**config.mk**
```make
export PLATFORM = sky130hd
export DESIGN_NAME = trex_game_ctrl
export DESIGN_NICKNAME = d
export VERILOG_FILES = /design/src/rtl/trex_game_ctrl.sv
export SDC_FILE = /design/constraint.sdc
export NUM_CORES = 1
export LEC_CHECK = 0
export BUFFER_PORTS_ARGS = -buffer_cell sky130_fd_sc_hd__buf_2
export CAP_MARGIN = 20
export CORE_UTILIZATION = 35
export CTS_CLUSTER_DIAMETER = 200
export DETAILED_ROUTE_END_ITERATION = 7
export GPL_ROUTABILITY_DRIVEN = 0
export GPL_TIMING_DRIVEN = 0
export PLACE_DENSITY = 0.57
export SLEW_MARGIN = 30
export SYNTH_ARGS = -nofsm -noshare
export SYNTH_HDL_FRONTEND = slang
export SYNTH_SLANG_ARGS = --single-unit
```
**constraint.sdc**
```tcl
create_clock -name clk -period 3.5 [get_ports clk]
set_input_delay 0.35 -clock clk [delete_from_list [all_inputs] [get_ports clk]]
set_output_delay 0.35 -clock clk [all_outputs]
set_load 0.005 [all_outputs]
```
**src/rtl/trex_game_ctrl.sv**
```systemverilog
// Game-level controller for the trex runner: frame timing, jump button debounce,
// IDLE/RUN/OVER sequencing, speed ramp, score and hi-score tracking.
module trex_game_ctrl #(
    parameter int unsigned CLK_PER_FRAME     = 1_666_666,
    parameter int unsigned DEBOUNCE_CYCLES   = 1_000_000,
    parameter int unsigned SPEED_INIT        = 6,
    parameter int unsigned SPEED_MAX         = 13,
    parameter int unsigned SPEED_STEP_FRAMES = 600,
    parameter int unsigned SCORE_DIV         = 6,
    parameter int unsigned SCORE_MAX         = 9999,
    parameter int unsigned OVER_HOLD_FRAMES  = 30
) (
    input  logic        clk,
    input  logic        rst,
    input  logic        btn_jump,
    input  logic        crash,
    output logic        frame_tick,
    output logic [5:0]  timer,
    output logic [3:0]  speed,
    output logic        jump,
    output logic        game_rst,
    output logic [1:0]  game_state,
    output logic [13:0] score,
    output logic [13:0] hi_score
);

    localparam int unsigned FW = (CLK_PER_FRAME > 1) ? $clog2(CLK_PER_FRAME) : 1;
    localparam int unsigned DW = (DEBOUNCE_CYCLES > 1) ? $clog2(DEBOUNCE_CYCLES) : 1;
    localparam int unsigned SW = (SPEED_STEP_FRAMES > 1) ? $clog2(SPEED_STEP_FRAMES) : 1;
    localparam int unsigned CW = (SCORE_DIV > 1) ? $clog2(SCORE_DIV) : 1;
    localparam int unsigned HW = $clog2(OVER_HOLD_FRAMES + 1);

    localparam logic [FW-1:0] FRAME_LAST = FW'(CLK_PER_FRAME - 1);
    localparam logic [DW-1:0] DB_LAST    = DW'(DEBOUNCE_CYCLES - 1);
    localparam logic [SW-1:0] STEP_LAST  = SW'(SPEED_STEP_FRAMES - 1);
    localparam logic [CW-1:0] DIV_LAST   = CW'(SCORE_DIV - 1);
    localparam logic [HW-1:0] HOLD_MAX   = HW'(OVER_HOLD_FRAMES);
    localparam logic [3:0]    SPD_INIT   = 4'(SPEED_INIT);
    localparam logic [3:0]    SPD_MAX    = 4'(SPEED_MAX);
    localparam logic [13:0]   SCR_MAX    = 14'(SCORE_MAX);

    typedef enum logic [1:0] {
        ST_IDLE = 2'd0,
        ST_RUN  = 2'd1,
        ST_OVER = 2'd2
    } state_e;

    logic [FW-1:0] frame_cnt_q;
    logic [5:0]    timer_q;
    logic          sync1_q, sync2_q;
    logic          db_q, db_prev_q;
    logic [DW-1:0] db_cnt_q;
    logic          press;

    state_e        state_q;
    logic          jump_q, game_rst_q;
    logic [HW-1:0] hold_q;
    logic [SW-1:0] step_q;
    logic [3:0]    speed_q;
    logic [CW-1:0] div_q;
    logic [13:0]   score_q, hi_q;

    assign frame_tick = (frame_cnt_q == FRAME_LAST);

    // Frame counter and seconds timer run free in every game state.
    always_ff @(posedge clk or negedge rst) begin
        if (!rst) begin
            frame_cnt_q <= '0;
            timer_q     <= '0;
        end else begin
            frame_cnt_q <= frame_tick ? '0 : frame_cnt_q + 1'b1;
            if (frame_tick) begin
                timer_q <= (timer_q == 6'd59) ? 6'd0 : timer_q + 6'd1;
            end
        end
    end

    always_ff @(posedge clk or negedge rst) begin
        if (!rst) begin
            sync1_q   <= 1'b0;
            sync2_q   <= 1'b0;
            db_q      <= 1'b0;
            db_prev_q <= 1'b0;
            db_cnt_q  <= '0;
        end else begin
            sync1_q   <= btn_jump;
            sync2_q   <= sync1_q;
            db_prev_q <= db_q;
            // Any cycle where the input agrees with the accepted level restarts the count.
            if (sync2_q != db_q) begin
                if (db_cnt_q == DB_LAST) begin
                    db_q     <= sync2_q;
                    db_cnt_q <= '0;
                end else begin
                    db_cnt_q <= db_cnt_q + 1'b1;
                end
            end else begin
                db_cnt_q <= '0;
            end
        end
    end

    assign press = db_q & ~db_prev_q;

    always_ff @(posedge clk or negedge rst) begin
        if (!rst) begin
            state_q    <= ST_IDLE;
            jump_q     <= 1'b0;
            game_rst_q <= 1'b0;
            hold_q     <= '0;
            step_q     <= '0;
            speed_q    <= SPD_INIT;
            div_q      <= '0;
            score_q    <= '0;
            hi_q       <= '0;
        end else begin
            jump_q     <= 1'b0;
            game_rst_q <= 1'b0;
            case (state_q)
                ST_IDLE: begin
                    if (press) begin
                        state_q <= ST_RUN;
                        jump_q  <= 1'b1;
                    end
                end
                ST_RUN: begin
                    if (frame_tick) begin
                        if (step_q == STEP_LAST) begin
                            step_q <= '0;
                            if (speed_q < SPD_MAX) speed_q <= speed_q + 4'd1;
                        end else begin
                            step_q <= step_q + 1'b1;
                        end
                    end
                    // The crash cycle never scores, so the hi-score compare sees the final score.
                    if (crash) begin
                        state_q <= ST_OVER;
                        hold_q  <= '0;
                        if (score_q > hi_q) hi_q <= score_q;
                    end else begin
                        if (press) jump_q <= 1'b1;
                        if (frame_tick) begin
                            if (div_q == DIV_LAST) begin
                                div_q <= '0;
                                if (score_q < SCR_MAX) score_q <= score_q + 14'd1;
                            end else begin
                                div_q <= div_q + 1'b1;
                            end
                        end
                    end
                end
                ST_OVER: begin
                    if (frame_tick && hold_q < HOLD_MAX) hold_q <= hold_q + 1'b1;
                    if (press && hold_q >= HOLD_MAX) begin
                        state_q    <= ST_IDLE;
                        game_rst_q <= 1'b1;
                        speed_q    <= SPD_INIT;
                        step_q     <= '0;
                        score_q    <= '0;
                        div_q      <= '0;
                    end
                end
                default: state_q <= ST_IDLE;
            endcase
        end
    end

    assign timer      = timer_q;
    assign speed      = speed_q;
    assign jump       = jump_q;
    assign game_rst   = game_rst_q;
    assign game_state = state_q;
    assign score      = score_q;
    assign hi_score   = hi_q;

endmodule

```
==> results of run 1 <==
-- layout make-up --
| class | count | area share [%] |
|---|---|---|
| Multi-Input combinational cell | 422 | 43.4 |
| Sequential cell | 105 | 40.8 |
| Timing Repair Buffer | 48 | 4.25 |
| Tap cell | 211 | 4.09 |
| Clock buffer | 9 | 3.49 |
| Inverter | 27 | 1.57 |
| Buffer | 17 | 1.22 |
| Clock inverter | 7 | 1.18 |
-- metal layers --
metal	track usage [%]	part of all wire, %	wire length, um	vias to the layer above
met1	22.3	48	6040	2193
met4	7.34	1.7	208	0
li1	-	-	-	2166
met3	2.29	2.3	290	14
met2	26.1	48	5960	62
met5	0	0	0	-
-- kinds of logic after synthesis --
family                     count (synthesis)
and+or+nand+nor                          248
DFF                                      105
AOI/OAI and AO/OA                         94
buffers and inverters                     44
xor gates and xnor gates                  36
adders and majority gates                 24
muxes                                     20
-- worst max-delay path, delay by kind of cell, from the launching register on --
kind | cells | cell delay [ns]
adders and majority gates | 1 | 0.38
muxes | 1 | 0.37
AOI/OAI and AO/OA | 2 | 0.51
buffers and inverters | 1 | 0.31
DFF | 1 | 0.51
and+or+nand+nor | 2 | 0.40
-- power groups by stage --
stage	Clock (W)	Sequential (W)	Combinational, W
after floorplan	0	0.00124	0.00000839
after global placement	0	0.00124	0.0000375
after detailed placement	0	0.00124	0.0000428
after CTS	0.00108	0.00122	0.0000438
after global routing	0.00111	0.00122	0.0000494
final	0.00104	0.00122	0.0000410
-- through the flow --
step                area, um2  setup slack (ns)
floorplan                5610              1.21
global placement         6100             0.818
detailed placement       6140             0.890
CTS                      6450             0.902
global route             6450             0.691
finish                   6450             0.903
-- cell usage after synthesis (6+ instances only) --
master	instances
and3_1	11
nor4_1	8
nand3_1	35
o31ai_1	10
nand2b_1	6
xnor2_1	18
clkbuf_1	10
mux2i_1	7
nand4_1	14
a21oi_1	10
o22a_1	9
mux2_2	13
o21ai_0	31
nand2_1	53
xor2_1	18
nor2b_1	8
buf_2	6
nor2_1	58
nor3_1	17
dfrtp_1	103
ha_1	24
inv_1	27
-- flip-flops by register name, indices dropped and copies added (netlist names) --
signal	cells
db_cnt_q	20
db_prev_q	1
db_q	1
div_q	3
frame_cnt_q	21
game_rst	1
game_state	2
hi_score	14
hold_q	5
jump	1
score	14
speed	4
step_q	10
sync1_q	1
sync2_q	1
timer	6
-- final timing paths --
check	depth (start not counted)	start	slack [ns]	end
max reg2reg	7	score[9]$_DFFE_PN0P_	0.90	hi_score[8]$_DFFE_PN0P_
max	7	score[9]$_DFFE_PN0P_	0.90	hi_score[8]$_DFFE_PN0P_
min	1	btn_jump	0.1	sync1_q$_DFF_PN0_
min reg2reg	0	sync1_q$_DFF_PN0_	0.35	sync2_q$_DFF_PN0_
max in group asynchronous	3	rst	2.38	frame_cnt_q[18]$_DFF_PN0_
min in group asynchronous	2	rst	0.47	step_q[2]$_DFFE_PN0P_
==> metrics.md, run 1 <==
| Metric | Value |
|---|---|
| Final Cycle Share | `between 70% and 80%` |
| Max_slew headroom | `42.4%` |
| Post-CTS sizing | `0` |
| Switching Fraction | `22.4%` |
| Most common cell after layout, fill and taps aside | `dfrtp_1` |
| CTS H-Tree Depth | `3` |
| Clock Sinks | `between 100 and 150` |
| Syn avg cell area | `roughly 9.8 um2` |
| Status | `finished, final reports clean` |
| Min Hold Slack | `0.0995 ns` |
| NetSw | `0.000515 W` |
| Synth Area in Compound Gates | `11.7%` |
| Post-synth design cell area | `between 5000 and 6000 um2` |
| Fmax | `just under 400 MHz` |
| Leak | `2.87 nW` |
| WL/cell | `between 10 and 15 um` |
| Simple-gate share of the synthesized area | `a little under a quarter` |
| Final core utilization | `41.8%` |
| Antenna cells | `0` |
| First-pass GRT wire length | `about 21,000 um` |
| Main combinational cell family by area after synthesis | `simple AND/OR/NAND/NOR gates` |
| Via count | `between 4,000 and 5,000` |
| Power per Cell Area | `about 360 nW/um2` |
| Synth Area in XOR/XNOR | `5.62%` |
| DRT iter0 DRCs | `between 200 and 300` |
| Number of global-route vias before repair | `~4,400` |
| ANT nets after route | `0` |
| Later-pin clock latency in the skew report | `between 0.3 and 0.4 ns` |
| RSZ-0062 raised after global routing | `no` |
| Warnings, synthesis | `0` |
| Max Buffers Root-to-Sink | `2` |
| Register area share after synthesis | `between 40% and 50%` |
| Minimum clock period | `~2.6 ns` |
| TritonCTS clock tree | `done` |
| Setup violators final | `0` |
| Cells after synthesis | `between 500 and 600` |
| Worst Setup End Kind | `flip-flop` |
| Crit path max-delay cell type | `dfrtp_1` |
| Fraction of layout cells with a size suffix above 1 | `approximately 15%` |
| Multiplexer area fraction after synthesis | `slightly below 4%` |
| Setup TNS Final | `0 ns` |
| Clk_skew | `0.0124 ns` |
| Die W | `129 um` |
| Critical path launch point type | `flip-flop` |
| Register Area | `2630 um2` |
| Die Area | `about 17,000 um2` |
| Largest net degree at the start of global routing | `between 60 and 70` |
| Core Area | `15,400 um2` |
| Row count | `45` |
| EDFF count, synth | `0` |
| Final nets | `roughly 660` |
| Slowest stage delay, CP | `about 0.51 ns` |
| Largest cells by area after synthesis | `dfrtp_1 (46%), ha_1 (5.4%), nor2_1 (3.9%)` |
| Gr ovfl total | `0` |
| Netlist cell types | `61` |
| Area Growth Syn to Fin | `15.0%` |
| Initial antenna violation count | `0` |
| Worst min path class | `in -> reg` |
| Main synth FF type | `dfrtp_1` |
| Non-filler cells in the finished layout | `846` |
| Post-synth top area share | `a little under half` |
| Leading area contributor after synthesis | `dfrtp_1` |
| Critical path peak fanout | `10` |
| TritonRoute pass-1 iters | `4` |
| WS Path Type | `reg -> reg` |
| Final WL | `between 10,000 and 15,000 um` |
| WP data arrival | `approximately 2.8 ns` |
| Seq pwr share | `between 50% and 60%` |
| Pint | `around 0.0018 W` |
| FF+latch count, synth | `about 110` |
| Post-synth ARST share | `100%` |
| Footprint of the multi-input gates | `~2800 um2` |
| Total Power | `between 0.002 and 0.0025 W` |
| Logic pwr share | `under 10%` |
| Synth Area in Adders | `between 5 and 6%` |
| VDD IR-drop max | `0.000253 V` |
| All-layer global routing usage | `16.4%` |
| Worst Max-Slew Pin Slew | `between 0.8 and 0.9 ns` |
| Placed cell count | `roughly 830` |
| Fillers | `between 1,500 and 2,000` |
| Via/cell ratio | `around 5.2` |
| Critical path required time | `between 3 and 4 ns` |
| Slew Viols, Final | `0` |
| Port Buf Inserts | `between 40 and 50` |
| Most frequent cells in the layout | `dfrtp_1 (103), nor2_1 (58), nand2_1 (53)` |
| Starting Density | `~36%` |
| Setup bufs post-CTS | `0` |
| Syn nets | `roughly 600` |
| Max-Cap Viols | `0` |
| Clock root buffer | `clkbuf_16` |
| Hold buffers post-CTS | `1` |
| TritonCTS Buffers | `9` |
| Clock-pin slew on the worst setup and hold paths | `0.08 ns` |
| Clk pwr share | `about 45%` |
| IO Pins | `47` |
| CP Cell Sequence | `ha_1 -> nand4_1 -> nor3_1 -> a21boi_0 -> o31a_1 -> buf_2 -> mux2_2` |
| # DRC | `0` |
| Final hold viol count | `0` |
| Die height | `around 130 um` |
| DP HPWL | `around 8900 um` |
(Power assumes the default switching activity.)
==> run 2, diff against run 1 <==
Settings changed: PLACE_DENSITY 0.57 to 0.59.
Clock period 3.5 ns to 2.2 ns, I/O delays scaled along.
==> run 2 against run 1 <==
The run now ends with negative setup slack left. Fmax is 17% higher. Global-route usage is 0.60 points higher. Utilization is 2.9 points higher. Critical path type unchanged.
==> metrics.md, run 2 (synthesized netlist as in run 1, its figures left out) <==
| Metric | Value |
|---|---|
| IO Pins | `47 (unchanged)` |
| DRT iter0 DRCs | `345 (+21%)` |
| Setup ws final | `-0.0115 ns (-0.914 ns)` |
| Final Cycle Share | `101% (+26 points)` |
| Clock root buffer | `clkbuf_16` |
| Worst Path Buf+Inv | `1 (unchanged)` |
| Power per Cell Area | `541 nW/um2 (+52%)` |
| Die W | `129 um (unchanged)` |
| Final WL | `13,400 um (+6.9%)` |
| R2R setup slack | `-0.01 ns (-0.91 ns)` |
| Switching Fraction | `20.4% (-2.0 points)` |
| Slew Viols, Final | `0 (unchanged)` |
| All-layer global routing usage | `17.0% (+0.60 points)` |
| Clk_skew | `0.00830 ns (-0.00410 ns)` |
| Worst min path class | `in -> reg` |
| Largest regs | `frame_cnt_q: 21 flops, db_cnt_q: 20 flops` |
| Starting Density | `36.4% (unchanged)` |
| Final nets | `685 (+4.1%)` |
| Worst Setup End Kind | `flip-flop` |
| RSZ-0062 raised after global routing | `yes` |
| Failing checks | `negative setup slack` |
| CTS H-Tree Depth | `3 (unchanged)` |
| Pint | `0.00297 W (+66%)` |
| Leak | `3.09 nW (+7.4%)` |
| Seq pwr share | `52.0% (-1.0 points)` |
| Core Area | `15,400 um2 (unchanged)` |
| Logic pwr share | `1.8% (about the same)` |
| DP HPWL | `8950 um (+0.91%)` |
| ANT nets after route | `0 (unchanged)` |
| Row count | `45 (unchanged)` |
| CP Cell Sequence | `or4b_4 -> nor2_4 -> a31oi_4 -> or3_4 -> clkbuf_16 -> o22a_1` |
| First-pass GRT wire length | `22,200 um (+3.7%)` |
| VDD IR-drop max | `0.000422 V (+66%)` |
| # DRC | `0 (unchanged)` |
| WP data arrival | `2.45 ns (-0.39 ns)` |
| Clock Sinks | `105 (unchanged)` |
| Max Buffers Root-to-Sink | `2 (unchanged)` |
| Minimum clock period | `2.21 ns (-0.386 ns)` |
| TritonCTS clock tree | `done` |
| Fraction of layout cells with a size suffix above 1 | `23.0% (+7.7 points)` |
| Die height | `129 um (unchanged)` |
| Clk pwr share | `46.2% (+1.0 points)` |
| TritonCTS Buffers | `9 (unchanged)` |
| Die Area | `16,500 um2 (unchanged)` |
| Area Growth Syn to Fin | `22.9%` |
| Max_slew headroom | `47.3% (+4.9 points)` |
| Final hold viol count | `0 (unchanged)` |
| Crit path max-delay cell type | `or4b_4` |
| Dpl cell area | `6140 um2 (+0.10%)` |
| Critical path peak fanout | `5 (-5)` |
| TritonRoute pass-1 iters | `4 (unchanged)` |
| Design Area, Final | `6900 um2 (+6.9%)` |
| Largest net degree at the start of global routing | `61 (-12%)` |
| WS Path Type | `reg -> reg` |
| Most frequent cells in the layout | `dfrtp_1 (94), nor2_1 (58), nand2_1 (52)` |
| Worst Max-Slew Pin Slew | `0.780 ns (-0.0773 ns)` |
| Status | `finished with violations` |
| NetSw | `0.000762 W (+48%)` |
| Setup TNS Final | `-0.0182 ns (-0.0182 ns)` |
| Antenna cells | `0 (unchanged)` |
| WL/cell | `15.3 um (+3.7%)` |
| Gr ovfl total | `0 (unchanged)` |
| Port Buf Inserts | `46 (unchanged)` |
| Later-pin clock latency in the skew report | `0.35 ns (about the same)` |
| Critical path launch point type | `flip-flop` |
| Max reg flops | `21 (unchanged)` |
| Total Power | `0.00373 W (+62%)` |
| Initial antenna violation count | `0 (unchanged)` |
| Fmax | `452 MHz (+17%)` |
| Via/cell ratio | `5.26 (+0.41%)` |
| CP top delay family | `simple AND/OR/NAND/NOR gates` |
| Slowest stage delay, CP | `0.57 ns (+0.06 ns)` |
| Critical path required time | `2.44 ns (-1.31 ns)` |
| Fillers | `1,550 (-0.39%)` |
| Most common cell after layout, fill and taps aside | `dfrtp_1` |
| Number of global-route vias before repair | `4,590 (+5.5%)` |
| Setup violators final | `2 (+2)` |
| Via count | `4,590 (+3.5%)` |
| Clock-pin slew on the worst setup and hold paths | `0.07 ns (about the same)` |
| Biggest register | `frame_cnt_q` |
| Max-Cap Viols | `0 (unchanged)` |
## run 2: cell count changes in the layout (fill, tap and decap cells not counted), sizes merged
cell and change:
inv -2, bufinv +1, clkinv -1, buf +28
clkbuf -1, dlygate4sd3 +1
## run 2: final timing paths
check / start / end / cells past startpoint
setup / recovery: frame_cnt_q[7]$_DFF_PN0_ / score[7]$_DFFE_PN0P_ / 6
hold / removal: crash / game_state[0]$_DFFE_PN0P_ / 2
setup reg to reg: frame_cnt_q[7]$_DFF_PN0_ / score[7]$_DFFE_PN0P_ / 6
hold reg to reg: sync1_q$_DFF_PN0_ / sync2_q$_DFF_PN0_ / 0
max in group asynchronous: rst / score[6]$_DFFE_PN0P_ / 3
min in group asynchronous: rst / frame_cnt_q[11]$_DFF_PN0_ / 2
## run 2: layer usage
| layer | track usage (%) | share of wire (%) |
|---|---|---|
| met3 | 3.66 | 3.8 |
| met4 | 7.27 | 2.1 |
| met5 | 0 | 0 |
| met2 | 27.9 | 48 |
| met1 | 21.6 | 46 |
## run 2: what timing repair did
item / 4_1_cts / 5_1_grt
hold buffers: 2 / 0
gates cloned: 0 / 2
endpoints found under the hold margin: 44 / 0
gates resized for setup: 25 / 33
setup endpoints to repair: 73 / 49
setup buffers: 18 / 7
pin swaps: 7 / 9
## run 2: cell type report
cell class / instances / area, um2 / share of cell area, %
clock buffer: 10 / 239 / 3.46
clock inverter: 5 / 80.1 / 1.16
timing repair buffer: 76 / 519 / 7.53
inverter: 27 / 101 / 1.47
multi-input combinational: 422 / 2940 / 42.7
sequential: 105 / 2640 / 38.3
tap: 211 / 264 / 3.83
buffer: 16 / 109 / 1.58
## run 2: power groups by stage
stage / sequential, W / clock [W] / combinational, W
5_1_grt: 0.00194 / 0.00185 / 0.0000804
2_1_floorplan: 0.00198 / 0 / 0.0000134
3_5_place_dp: 0.00198 / 0 / 0.0000678
3_3_place_gp: 0.00198 / 0 / 0.0000595
6_report: 0.00194 / 0.00173 / 0.0000668
4_1_cts: 0.00194 / 0.00178 / 0.0000703
## run 2: through the flow
stage | utilization, % | setup WS (ns) | hold slack, ns | instances
6_report | 44.7 | -0.0115 | 0.148 | 872
3_3_place_gp | 39.6 | -0.335 | 0.333 | 828
5_1_grt | 44.7 | -0.0797 | 0.138 | 872
2_1_floorplan | - | 0.0136 | -0.0756 | 571
3_5_place_dp | 39.8 | -0.358 | 0.192 | 829
4_1_cts | 43.3 | 0.00163 | 0.110 | 863
